`src/rtl/switch_debounce_pkg.sv`:
```
// Shared defaults and helpers for the switch debounce filter.
package switch_debounce_pkg;

    localparam int DEFAULT_DEBOUNCE_LIMIT = 250000;
    localparam int DEFAULT_NUM_SWITCHES   = 4;

    // Bits needed to represent values 0 .. value-1.
    function automatic int clog2(input int value);
        int result;
        result = 0;
        for (int i = 0; i < 31; i++) begin
            if ((1 << i) < value) result = i + 1;
        end
        return result;
    endfunction

endpackage

```
`src/rtl/debounce_channel.sv`:
```
// One switch channel: 2-flop synchronizer, integrating stability counter,
// registered clean level and one-cycle rise/fall pulses.
module debounce_channel
    import switch_debounce_pkg::*;
#(
    parameter int DEBOUNCE_LIMIT = DEFAULT_DEBOUNCE_LIMIT
) (
    input  logic i_Clk,
    input  logic i_Rst_L,
    input  logic i_Switch,
    output logic o_Switch,
    output logic o_Rise,
    output logic o_Fall
);

    localparam int               CNT_W    = clog2(DEBOUNCE_LIMIT + 1);
    localparam logic [CNT_W-1:0] CNT_LAST = CNT_W'(DEBOUNCE_LIMIT - 1);

    logic             r_sync1;
    logic             r_sync2;
    logic [CNT_W-1:0] r_cnt;
    logic             r_level;
    logic             r_rise;
    logic             r_fall;

    always_ff @(posedge i_Clk or negedge i_Rst_L) begin
        if (!i_Rst_L) begin
            r_sync1 <= 1'b0;
            r_sync2 <= 1'b0;
        end else begin
            r_sync1 <= i_Switch;
            r_sync2 <= r_sync1;
        end
    end

    // Any return to the accepted level discards the accumulated count.
    always_ff @(posedge i_Clk or negedge i_Rst_L) begin
        if (!i_Rst_L) begin
            r_cnt   <= '0;
            r_level <= 1'b0;
            r_rise  <= 1'b0;
            r_fall  <= 1'b0;
        end else begin
            r_rise <= 1'b0;
            r_fall <= 1'b0;
            if (r_sync2 == r_level) begin
                r_cnt <= '0;
            end else if (r_cnt == CNT_LAST) begin
                r_cnt   <= '0;
                r_level <= r_sync2;
                r_rise  <= r_sync2;
                r_fall  <= ~r_sync2;
            end else begin
                r_cnt <= r_cnt + CNT_W'(1);
            end
        end
    end

    assign o_Switch = r_level;
    assign o_Rise   = r_rise;
    assign o_Fall   = r_fall;

endmodule

```
`src/rtl/switch_debounce_filter.sv`:
```
// Debounce filter for the board push-switches, one debounce_channel per switch.
// Optional macro SWITCH_TOGGLE_EN adds a per-channel toggle latch output o_Toggle.
module switch_debounce_filter
    import switch_debounce_pkg::*;
#(
    parameter int NUM_SWITCHES   = DEFAULT_NUM_SWITCHES,
    parameter int DEBOUNCE_LIMIT = DEFAULT_DEBOUNCE_LIMIT
) (
    input  logic                    i_Clk,
    input  logic                    i_Rst_L,
    input  logic [NUM_SWITCHES-1:0] i_Switch,
`ifdef SWITCH_TOGGLE_EN
    output logic [NUM_SWITCHES-1:0] o_Toggle,
`endif
    output logic [NUM_SWITCHES-1:0] o_Switch,
    output logic [NUM_SWITCHES-1:0] o_Rise,
    output logic [NUM_SWITCHES-1:0] o_Fall
);

    for (genvar g = 0; g < NUM_SWITCHES; g++) begin : gen_ch
        debounce_channel #(
            .DEBOUNCE_LIMIT(DEBOUNCE_LIMIT)
        ) u_channel (
            .i_Clk   (i_Clk),
            .i_Rst_L (i_Rst_L),
            .i_Switch(i_Switch[g]),
            .o_Switch(o_Switch[g]),
            .o_Rise  (o_Rise[g]),
            .o_Fall  (o_Fall[g])
        );
    end

`ifdef SWITCH_TOGGLE_EN
    logic [NUM_SWITCHES-1:0] r_toggle;

    // Flips the cycle after each debounced press.
    always_ff @(posedge i_Clk or negedge i_Rst_L) begin
        if (!i_Rst_L) r_toggle <= '0;
        else          r_toggle <= r_toggle ^ o_Rise;
    end

    assign o_Toggle = r_toggle;
`endif

endmodule
```
`config.mk`:
```
export PLATFORM = sky130hd
export DESIGN_NAME = switch_debounce_filter
export DESIGN_NICKNAME = d
export VERILOG_FILES = /design/src/rtl/switch_debounce_pkg.sv /design/src/rtl/debounce_channel.sv /design/src/rtl/switch_debounce_filter.sv
export SDC_FILE = /design/constraint.sdc
export NUM_CORES = 1
export LEC_CHECK = 0
export CELL_PAD_IN_SITES_DETAIL_PLACEMENT = 0
export CELL_PAD_IN_SITES_GLOBAL_PLACEMENT = 2
export CORE_ASPECT_RATIO = 0.75
export CORE_MARGIN = 3
export CORE_UTILIZATION = 23
export DETAILED_ROUTE_END_ITERATION = 8
export DONT_BUFFER_PORTS = 1
export PLACE_DENSITY_LB_ADDON = 0.1
export SETUP_SLACK_MARGIN = 0.5
export SLEW_MARGIN = 20
export SYNTH_ARGS = -nofsm -noshare
export SYNTH_HDL_FRONTEND = slang
export SYNTH_HIERARCHICAL = 1
export SYNTH_SLANG_ARGS = --single-unit
```
`constraint.sdc`:
```
create_clock -name i_Clk -period 5.5 [get_ports i_Clk]
set_input_delay 0.825 -clock i_Clk [delete_from_list [all_inputs] [get_ports i_Clk]]
set_output_delay 0.825 -clock i_Clk [all_outputs]
set_load 0.01 [all_outputs]
```
==> out/metrics.csv, run 1 <==
stage,metric,value,unit
outcome,status,completed,
synth,syn_nets,418,
synth,synth_ff_type,dfrtp_1,
route,via_per_inst,4.64,
critical_path,crit_chain,"nor4_1, nand3_1, o41ai_2, buf_4, nor2_1",
layout,final_net_count,425,
synth,yosysTopAreaCellShare,0.534,
clock_tree,root_buffer,clkbuf_16,
synth,syn_area,4310,sq um
place,place_congestion,0.724,
sta,drv_slew,0,
flow_run,maxCapViolCount,0,
floorplanning,die-area,20400,sq um
sta,whs,0.168,ns
sta,max_slew_margin,0.393,
route,first_pass_iters,6,
floorplanning,start_util,0.239,
critical_path,crit_family,compound AO/OA/AOI/OAI gates,
global_routing,antenna_found_initial,0,
critical_path,startpoint_type,flop,
sta,clock_skew,0.00846,ns
sta,setup_viol,0,
critical_path,max_stage_delay,0.85,ns
route,wl_per_cell,14.1,microns
synth,synthTopCellsByCount,"92 x dfrtp_1, 56 x nor2_1, 28 x xor2_1",
floorplanning,num_rows,42,
clock_tree,clock_path_buffers,2,
layout,area_growth,13.8,%
clock_tree,h-tree-depth,3,
power,p_total,0.00137,W
clock_tree,cts_tree,done,
critical_path,critical_path_class,reg2reg,
global_routing,grt_overflow,0,
synth,synth_seq_cells,92,
power,p_leak,1.84,nW
sta,hold_viol,0,
global_routing,grt_pass1_wl,16100,microns
layout,fillCellCount,1899,
sta,rsz0062_at_grt,false,
global_routing,grt_pass1_vias,3043,
clock_tree,cts_resized,0,
sta,tns,0,ns
synth,ys_seq_area_frac,0.534,
floorplanning,pin_count,18,
global_routing,grtUsageTotal,0.0994,
sta,worstMarginPinSlew,0.900,ns
critical_path,cp.buffers_inverters,1,
route,wl,9290,microns
route,drc,0,
clock_tree,numCtsBuffers,9,
critical_path,crit_fanout,10,
synth,synthCells,408,
synth,synth_cell_type_count,27,
critical_path,critPathSlowestCell,o41ai_2,
synth,yosys-top-cells-area,"dfrtp_1 53%, xor2_1 5.7%, nor2_1 4.9%",
place,placed_area,4600,sq um
clock_tree,ctsHoldBuffers,0,
sta,fin_crit,2.35,ns
synth,syn_area_per_cell,10.6,sq um
clock_tree,worst_setup_hold_path_clk_slew,0.07,ns
clock_tree,clock_latency,0.35,ns
layout,drive_above_1_share,0.0931,
synth,yosysMostFrequentCell,dfrtp_1,
layout,diodes,0,
synth,synth_warnings,6,
critical_path,worstPathArrival,2.59,ns
min_path,hp-class,in2async,
power,powerDensity,279,nW/um^2
synth,yosys.area.top_type,dfrtp_1,
synth,synth_edf_count,0,
floorplanning,core_area,18000,sq um
route,num_vias,3066,
synth,synthArstFlopShare,1.00,
place,numPortBuffers,0,
route,detail-route-antenna-nets,0,
route,first_iter_violations,170,
global_routing,grt_max_degree,93,
clock_tree,cts_sinks,92,
floorplanning,die_w,164,microns
critical_path,critPathCaptureType,flop,
critical_path,r2r_setup_slack,3.15,ns
power,ir_drop,0.112,mV
critical_path,required,5.74,ns
clock_tree,post_cts_buffers,0,
floorplanning,die_h,125,microns
place,hpwlAfterDp,6080,microns
sta,finalCritPeriodShare,0.428,
layout,stdcell_area,4900,sq um
sta,max_freq,425,MHz
==> final cells by class <==
class / count / area (sq um) / area share
well taps: 242 / 303 / 0.0618
clock inverters: 5 / 61.3 / 0.0125
inverters: 4 / 15.0 / 0.00306
multi-input cells: 304 / 1950 / 0.398
repair buffers: 4 / 30.0 / 0.00613
flip-flops and latches: 92 / 2300 / 0.470
clock buffers: 10 / 239 / 0.0487
==> sequential cells by signal (all words and copies together), names as in the netlist <==
name,flops
gen_ch.u_channel/o_Rise,4
gen_ch.u_channel/r_sync1,4
gen_ch.u_channel/o_Switch,4
gen_ch.u_channel/r_sync2,4
gen_ch.u_channel/o_Fall,4
gen_ch.u_channel/r_cnt,72
==> worst register-to-register path: stages, from the launching register on <==
cell and delay, ns:
dfrtp_1 0.46, nor4_1 0.39, nand3_1 0.17, o41ai_2 0.85, buf_4 0.31, nor2_1 0.07
==> metrics by stage <==
stage                     utilization  setup slack (ns)  cells
after floorplan                     -              3.62    408
after global placement          0.255              3.19    646
after detailed placement        0.255              3.14    646
after CTS                       0.272              3.13    661
after global routing            0.272              3.00    661
final                           0.272              3.15    661
==> cell usage in the layout (no fill, tap or decap), types with 12 or more instances in the layout <==
cell type,netlist,routed
dfrtp_1,92,92
nor2_1,56,56
xor2_1,28,28
nand4_1,24,24
nand3_1,24,24
xnor2_1,24,24
nand2_1,20,20
or4_1,20,20
a21oi_1,16,16
o21ai_0,12,12
nor4_1,12,12
==> per-layer routing <==
layer,vias up,global-route usage,part of all wire
met5,-,0,0
met4,0,0.0283,0.012
met3,7,0.0356,0.040
met2,43,0.138,0.43
met1,1506,0.144,0.52
li1,1510,-,-
==> where the power goes <==
group	internal, W	switching, W	total (W)
Combinational	0.0000106	0.0000143	0.0000250
Sequential	0.000686	0.0000115	0.000698
Clock	0.000364	0.000282	0.000646
Total	0.00106	0.000307	0.00137
==> path summary, 6_finish.rpt <==
check	from	endpoint	cells after the start
max in group asynchronous	i_Rst_L	gen_ch[1].u_channel/r_cnt[1]$_DFF_PN0_	0
min	i_Rst_L	gen_ch[0].u_channel/o_Switch$_DFFE_PN0P_	0
max reg2reg	gen_ch[2].u_channel/r_cnt[8]$_DFF_PN0_	gen_ch[2].u_channel/r_cnt[2]$_DFF_PN0_	5
min in group i_Clk	gen_ch[1].u_channel/r_sync1$_DFF_PN0_	gen_ch[1].u_channel/r_sync2$_DFF_PN0_	0
min reg2reg	gen_ch[1].u_channel/r_sync1$_DFF_PN0_	gen_ch[1].u_channel/r_sync2$_DFF_PN0_	0
max	gen_ch[2].u_channel/r_cnt[8]$_DFF_PN0_	gen_ch[2].u_channel/r_cnt[2]$_DFF_PN0_	5
==> kinds of logic (layout without fill, tap and decap cells) <==
family	count (synthesis)	in the layout	synth area share
adder cells (fa/ha/maj)	4	4	0.0116
multiplexers	4	4	0.0105
flip-flops	92	92	0.534
AO/OA/AOI/OAI	36	36	0.0546
XOR/XNOR	52	52	0.106
AND/OR/NAND/NOR	208	208	0.271
buffers and inverters	12	23	0.0128
(Power assumes the default switching activity.)
==> inputs of run 2 (changes only) <==
==> constraint.sdc (replaced) <==
create_clock -name i_Clk -period 2.13 [get_ports i_Clk]
set_input_delay 0.3195 -clock i_Clk [delete_from_list [all_inputs] [get_ports i_Clk]]
set_output_delay 0.3195 -clock i_Clk [all_outputs]
set_load 0.01 [all_outputs]
==> out/metrics.csv, run 2 (same netlist as run 1, synthesis figures left out) <==
stage,metric,value,unit
floorplanning,start_util,0.239,
floorplanning,num_rows,42,
critical_path,critPathCaptureType,flop,
clock_tree,cts_tree,done,
power,p_leak,2.35,nW
power,p_total,0.00353,W
sta,setup_viol,0,
clock_tree,h-tree-depth,3,
sta,hold_viol,92,
clock_tree,clock_path_buffers,2,
sta,tns,0,ns
layout,stdcell_area,6160,sq um
route,via_per_inst,4.69,
route,drc,0,
global_routing,antenna_found_initial,0,
layout,stdcell_count,750,
critical_path,startpoint_type,flop,
layout,final_common_cell,buf_4,
sta,drv_slew,0,
critical_path,r2r_setup_slack,0.24,ns
sta,whs,-0.335,ns
clock_tree,clock_latency,0.35,ns
power,pwr-share-clk,0.441,
sta,clock_skew,0.0142,ns
sta,fin_crit,1.89,ns
layout,diodes,0,
clock_tree,numCtsBuffers,9,
outcome,violations,negative hold slack,
layout,layout.area.seq,2330,sq um
power,p_comb_frac,0.046,
power,p_switching,0.000806,W
place,place_congestion,0.753,
place,numPortBuffers,0,
power,p_int,0.00272,W
global_routing,grtUsageTotal,0.114,
power,swShare,0.228,
place,hpwlAfterDp,6400,microns
layout,area_growth,43.0,%
floorplanning,die-area,20400,sq um
clock_tree,cts_sinks,92,
route,wl_per_cell,14.5,microns
sta,finalCritPeriodShare,0.886,
route,first_iter_violations,157,
floorplanning,core_area,18000,sq um
floorplanning,die_w,164,microns
critical_path,required,2.40,ns
critical_path,worstPathArrival,2.16,ns
outcome,status,"finished, violations left",
min_path,hp-class,in2async,
sta,setup_ws,0.242,ns
power,powerDensity,572,nW/um^2
place,dp_slack,0.0909,ns
route,detail-route-antenna-nets,0,
clock_tree,root_buffer,clkbuf_16,
floorplanning,die_h,125,microns
route,first_pass_iters,4,
global_routing,grt_max_degree,93,
global_routing,grt_overflow,0,
floorplanning,pin_count,18,
sta,rsz0062_at_grt,true,
route,wl,10900,microns
flow_run,maxCapViolCount,0,
clock_tree,worst_setup_hold_path_clk_slew,0.07,ns
layout,drive_above_1_share,0.465,
critical_path,critical_path_class,reg2reg,
sta,max_slew_margin,0.735,
critical_path,crit_fanout,3,
global_routing,grt_pass1_wl,18600,microns
place,placed_area,4910,sq um
layout,regMostFlops,gen_ch.u_channel/r_cnt,
route,num_vias,3514,
clock_tree,ctsHoldBuffers,4,
layout,final_net_count,513,
layout,layout_common_cells,"72 x buf_4, 70 x dfrtp_1, 31 x nor2_2",
layout,multi_input_area,2470,sq um
place,dpl.cell_count,667,
power,ir_drop,0.311,mV
layout,largest_reg_flops,72,
power,pwr-share-seq,0.513,
layout,fillCellCount,1817,
sta,worstMarginPinSlew,0.393,ns
sta,max_freq,530,MHz
global_routing,grt_pass1_vias,3587,
[run 2: cell count changes in the layout (fill, tap and decap cells not counted), moves of 16 or more]
cell,before,now
buf_6,0,16
dfrtp_2,0,22
nor2_2,0,31
or4_4,0,16
buf_4,4,72
nor2_1,56,17
dfrtp_1,92,70
[run 2: power groups by stage]
stage / Combinational (W) / Clock, W / Sequential, W
6_report: 0.000162 / 0.00156 / 0.00181
5_1_grt: 0.000179 / 0.00171 / 0.00181
4_1_cts: 0.000139 / 0.00163 / 0.00181
3_5_place_dp: 0.0000888 / 0 / 0.00184
3_3_place_gp: 0.0000941 / 0 / 0.00184
2_1_floorplan: 0.0000638 / 0 / 0.00184
[run 2: repair_timing]
item | in CTS | in global routing
hold endpoints to repair | 96 | 92
setup buffers | 53 | 7
gates resized for setup | 79 | 59
pin swaps | 45 | 16
gates cloned | 3 | 0
setup endpoints to repair | 84 | 84
[run 2: worst paths after layout]
path	from	depth (start not counted)	to
max in group asynchronous	i_Rst_L	0	gen_ch[3].u_channel/r_cnt[6]$_DFF_PN0_
worst max register to register	gen_ch[2].u_channel/r_cnt[4]$_DFF_PN0_	5	gen_ch[2].u_channel/r_cnt[16]$_DFF_PN0_
worst min register to register	gen_ch[3].u_channel/r_sync1$_DFF_PN0_	0	gen_ch[3].u_channel/r_sync2$_DFF_PN0_
min in group i_Clk	gen_ch[3].u_channel/r_sync1$_DFF_PN0_	0	gen_ch[3].u_channel/r_sync2$_DFF_PN0_
worst min-delay path	i_Rst_L	0	gen_ch[2].u_channel/r_cnt[17]$_DFF_PN0_
worst max-delay path	gen_ch[2].u_channel/r_cnt[4]$_DFF_PN0_	5	gen_ch[2].u_channel/r_cnt[16]$_DFF_PN0_
[run 2: cell type report]
type / count / area share
multi-input cells: 304 / 0.401
well taps: 242 / 0.0491
clock inverters: 3 / 0.00345
flip-flops and latches: 92 / 0.378
repair buffers: 92 / 0.123
inverters: 4 / 0.00244
clock buffers: 13 / 0.0422
[run 2: per-stage QoR]
step	hold WS, ns	utilization
CTS	-0.349	0.328
detailed placement	0.0276	0.273
global placement	0.0270	0.273
global route	-0.356	0.342
finish	-0.335	0.342
floorplan	0.0239	-
[run 2: metal layers]
layer,GRT usage,share of wire,vias to the layer above
met1,0.164,0.50,1755
met2,0.168,0.45,60
met4,0.0298,0.011,0
met3,0.0316,0.037,8
li1,-,-,1691
met5,0,0,-
[run 2: worst max-delay path, stage by stage (launching register included)]
cell,delay (ns)
dfrtp_2,0.42
nand2_2,0.08
buf_6,0.12
or4_4,0.53
or4_4,0.52
a21oi_2,0.15
